--- src/rtl/multi_tick_generator.sv ---
// Multi-channel programmable tick generator: per-channel divisor, one-cycle tick
// enables and a 50% square wave, in periodic or one-shot mode, on one clock.
module multi_tick_generator #(
    parameter int unsigned      NUM_CH      = 4,
    parameter int unsigned      WIDTH       = 24,
    parameter logic [WIDTH-1:0] DEFAULT_DIV = 24'd4194304,
    localparam int unsigned     CH_W        = (NUM_CH > 1) ? $clog2(NUM_CH) : 1
) (
    input  logic              clk,
    input  logic              reset_n,
    input  logic [NUM_CH-1:0] en,
    input  logic              load,
    input  logic [CH_W-1:0]   load_ch,
    input  logic [WIDTH-1:0]  load_div,
    input  logic              load_oneshot,
    input  logic              sync_clr,
    output logic [NUM_CH-1:0] tick,
    output logic [NUM_CH-1:0] sq,
    output logic [NUM_CH-1:0] done
);

    logic [WIDTH-1:0]  div_q   [NUM_CH];
    logic [WIDTH-1:0]  div_d   [NUM_CH];
    logic [WIDTH-1:0]  cnt_q   [NUM_CH];
    logic [WIDTH-1:0]  cnt_d   [NUM_CH];
    logic [NUM_CH-1:0] oneshot_q;
    logic [NUM_CH-1:0] oneshot_d;
    logic [NUM_CH-1:0] tick_d;
    logic [NUM_CH-1:0] sq_d;
    logic [NUM_CH-1:0] done_d;
    logic [NUM_CH-1:0] load_sel;
    logic [NUM_CH-1:0] active;
    logic [NUM_CH-1:0] terminal;

    // Decode the write strobe; out-of-range addresses match no channel.
    always_comb begin
        load_sel = '0;
        active   = '0;
        terminal = '0;
        for (int i = 0; i < NUM_CH; i++) begin
            load_sel[i] = load && (int'(load_ch) == i);
            active[i]   = en[i] && (div_q[i] != '0) && !done[i];
            terminal[i] = (cnt_q[i] == div_q[i] - WIDTH'(1));
        end
    end

    // Next-state: sync_clr beats load, load beats counting.
    always_comb begin
        tick_d    = '0;
        sq_d      = sq;
        done_d    = done;
        oneshot_d = oneshot_q;
        for (int i = 0; i < NUM_CH; i++) begin
            div_d[i] = div_q[i];
            cnt_d[i] = cnt_q[i];
        end
        for (int i = 0; i < NUM_CH; i++) begin
            if (load_sel[i]) begin
                div_d[i]     = load_div;
                oneshot_d[i] = load_oneshot;
            end
            if (sync_clr || load_sel[i]) begin
                cnt_d[i]  = '0;
                sq_d[i]   = 1'b0;
                done_d[i] = 1'b0;
            end else if (active[i]) begin
                if (terminal[i]) begin
                    cnt_d[i]  = '0;
                    tick_d[i] = 1'b1;
                    sq_d[i]   = ~sq[i];
                    if (oneshot_q[i]) begin
                        done_d[i] = 1'b1;
                    end
                end else begin
                    cnt_d[i] = cnt_q[i] + WIDTH'(1);
                end
            end
        end
    end

    always_ff @(posedge clk or negedge reset_n) begin
        if (!reset_n) begin
            for (int i = 0; i < NUM_CH; i++) begin
                div_q[i] <= DEFAULT_DIV;
                cnt_q[i] <= '0;
            end
            oneshot_q <= '0;
            tick      <= '0;
            sq        <= '0;
            done      <= '0;
        end else begin
            for (int i = 0; i < NUM_CH; i++) begin
                div_q[i] <= div_d[i];
                cnt_q[i] <= cnt_d[i];
            end
            oneshot_q <= oneshot_d;
            tick      <= tick_d;
            sq        <= sq_d;
            done      <= done_d;
        end
    end

endmodule

--- config.mk ---
export PLATFORM = sky130hd
export DESIGN_NAME = multi_tick_generator
export DESIGN_NICKNAME = d
export VERILOG_FILES = /design/src/rtl/multi_tick_generator.sv
export SDC_FILE = /design/constraint.sdc
export NUM_CORES = 1
export LEC_CHECK = 0
export CAP_MARGIN = 10
export CORE_ASPECT_RATIO = 0.5
export CORE_MARGIN = 2
export CORE_UTILIZATION = 60
export CTS_BUF_LIST = sky130_fd_sc_hd__clkbuf_16
export DETAILED_ROUTE_END_ITERATION = 8
export PLACE_DENSITY = 0.88
export SLEW_MARGIN = 20
export SYNTH_ARGS = -nofsm -noshare
export SYNTH_HDL_FRONTEND = slang
export SYNTH_SLANG_ARGS = --single-unit
--- constraint.sdc ---
create_clock -name clk -period 4.74 [get_ports clk]
set_input_delay 0.474 -clock clk [delete_from_list [all_inputs] [get_ports clk]]
set_output_delay 0.474 -clock clk [all_outputs]
set_load 0.005 [all_outputs]
==> impl_metrics.yaml <==
run_status:
  run_status: "finished, final reports clean"
clock_tree:
  cts_tree: "built"
  clock-root-buffer: "clkbuf_16"
  clock-sinks: 208
  clk_path_buf_depth: 3
  cts_inserted_buffers: 21
  clk_latency_ps: 520
  cts_max_level: 1
  cts_setup_buffers: 0
  cts.clk_slew.worst_paths_ps: 70
  postCtsResizedCells: 0
  ctsHoldBuffers: 0
route:
  routed_wl_um: 34800
  antenna_left: 0
  vias: 11000
  first_iter_violations: 1305
  first_pass_iters: 6
  wl_per_cell_um: 20.6
  viasPerCell: 6.50
  drc: 0
worst_setup_path:
  worstSetupEndpointType: "flip-flop"
  cp_slowest_stage_delay_ps: 840
  cp_slowest_cell: "and4b_1"
  critPathMostFrequentCell: "nor4_1"
  crit_fanout: 24
  crit_chain: "inv_1 > ha_1 > nor3b_1 > nand4_1 > nor4_1 > o22ai_1 > nor4_1 > and4b_1 > mux2i_1"
  cp_data_required_time_ps: 5160
  critPathArrivalTime_ps: 4440
  startpoint_type: "flip-flop"
  path_delay_family: "simple AND/OR/NAND/NOR gates"
  path_class: "reg2reg"
  path_buf_inv: 1
global_route:
  grt_pass1_vias: 10200
  track_usage: 0.305
  antenna_found_initial: 0
  grt_pass1_wl_um: 55500
  grt_max_degree: 102
  grt_overflow_total: 0
timing:
  hold_violations: 0
  skew_ps: 23.3
  tightest_slew_ps: 1040
  setup_viol: 0
  fin_crit_sh: 0.849
  rsz0062_at_grt: "false"
  fmax_ghz: 0.249
  drv_slew: 0
  slew_headroom: 0.301
  period_needed_ps: 4020
  final.setup.tns_ps: 0
placed_design:
  port_buffers: 46
  place.gp.congestion: 0.958
  dp_hpwl_um: 24800
synthesis:
  synth_edf_count: 0
  avgSynthCellArea_sq_um: 9.65
  syn-cell-area_sq_mm: 0.0131
  netlist_instances: 1360
  syn_nets: 1403
  ys.flop_type: "dfrtp_1"
  synth-seq-cells: 208
  netlist-cell-type-count: 86
  ys_seq_area_frac: 0.397
  ys_async_sr_fraction: 1.00
  yosysWarningCount: 0
final_layout:
  drive_gt1_frac: 0.142
  final_cell_mix: "dfrtp_1 (204), xnor2_1 (146), nor3_1 (139), mux2_2 (100), nor2_1 (73)"
  fin_nets: 1423
  final_common_cell: "dfrtp_1"
  antenna_cells: 0
  fin_util: 0.669
  area_growth_syn_to_layout_pct: 9.82
  fillers: 1612
floorplan:
  ios: 47
  initial_core_util: 0.609
  die_w_um: 213
  rows: 38
  chipHeight_um: 109
  coreArea_sq_mm: 0.0215
  dieArea_sq_mm: 0.0231
power_and_ir_drop:
  p_leak_uw: 0.00535
  p_per_area_mw_per_mm2: 338
  ir_drop_mv: 0.194
min_path:
  hp-class: "in2async"
run:
  maxCapViolCount: 0
-- cell type report --
| type | count | area [sq um] | area share |
|---|---|---|---|
| clock buffer | 21 | 526 | 0.0365 |
| clock inverter | 14 | 133 | 0.00921 |
| inverter | 43 | 161 | 0.0112 |
| multi-input combinational | 1048 | 7450 | 0.517 |
| sequential | 208 | 5210 | 0.362 |
| tap | 300 | 375 | 0.0261 |
| timing repair buffer | 58 | 554 | 0.0385 |
-- state kept, by name (all words and copies together) (netlist names) --
name,cells
cnt_q,96
tick,4
sq,4
done,4
div_q,96
oneshot_q,4
-- where the power goes --
part	switching [uW]	total (uW)	internal, uW
combinational	511	979	468
clock	726	1650	921
sequential	297	2240	1950
total	1530	4870	3340
-- stage by stage --
step / instances / setup slack [ps] / area [sq um] / hold slack [ps] / total power (uW)
finish: 1692 / 718 / 14400 / 23.1 / 4870
global route: 1692 / 438 / 14400 / 90.2 / 5060
CTS: 1692 / 819 / 14400 / 72.0 / 4850
detailed placement: 1657 / 827 / 13700 / 523 / 3210
global placement: 1657 / 966 / 13700 / 495 / 3160
floorplan: 1360 / 1430 / 13100 / 178 / 2920
-- per-layer routing --
metal / track usage / part of all wire / vias up
met3: 0.0421 / 0.086 / 80
met1: 0.456 / 0.45 / 5412
li1: - / - / 5001
met2: 0.461 / 0.43 / 508
met5: 0 / 0 / -
met4: 0.0939 / 0.030 / 0
-- cell usage after synthesis (all sizes together) (6+ instances only) --
| cell type | instances | share of area |
|---|---|---|
| or4 | 21 | 0.013 |
| a211oi | 6 | 0.0034 |
| nand2 | 66 | 0.019 |
| xnor2 | 147 | 0.099 |
| dfrtp | 204 | 0.39 |
| ha | 8 | 0.0076 |
| nor3 | 150 | 0.061 |
| a2111oi | 6 | 0.0040 |
| clkbuf | 42 | 0.013 |
| o31ai | 7 | 0.0040 |
| a21oi | 14 | 0.0053 |
| inv | 43 | 0.012 |
| nand3 | 48 | 0.018 |
| and2 | 9 | 0.0044 |
| o211ai | 12 | 0.0072 |
| or2 | 12 | 0.0057 |
| o21ai | 31 | 0.012 |
| or3 | 24 | 0.012 |
| mux2i | 6 | 0.0046 |
| nand4 | 34 | 0.016 |
| nor4 | 43 | 0.024 |
| mux2 | 100 | 0.086 |
| and4 | 8 | 0.0054 |
| buf | 18 | 0.0096 |
| and3 | 25 | 0.012 |
| nor2b | 21 | 0.010 |
| nand4b | 9 | 0.0060 |
| nor3b | 11 | 0.0063 |
| nand2b | 14 | 0.0067 |
| a31oi | 10 | 0.0048 |
| o22ai | 6 | 0.0029 |
| nor2 | 73 | 0.021 |
| xor2 | 48 | 0.032 |
-- logic make-up (layout without fill, tap and decap cells) --
family / after synthesis / in the layout / share of synthesized area
simple gates: 587 / 587 / 0.254
flops: 208 / 208 / 0.397
xor+xnor: 195 / 195 / 0.131
compound gates: 152 / 152 / 0.0849
mux: 106 / 106 / 0.0904
buf+inv: 104 / 136 / 0.0355
fa+ha+maj: 8 / 8 / 0.00763
-- worst paths after layout --
check / start / to / slack (ps) / cells after the start
min in group clk: oneshot_q[0] / oneshot_q[0] / 540 / 1
max in group asynchronous: reset_n / cnt_q[73] / 3640 / 2
hold / removal: reset_n / cnt_q[39] / 20 / 1
setup reg to reg: div_q[48] / sq[1] / 720 / 9
setup / recovery: div_q[48] / sq[1] / 720 / 9
hold reg to reg: oneshot_q[0] / oneshot_q[0] / 540 / 1
Note: power is estimated with default switching activity, not from simulation.
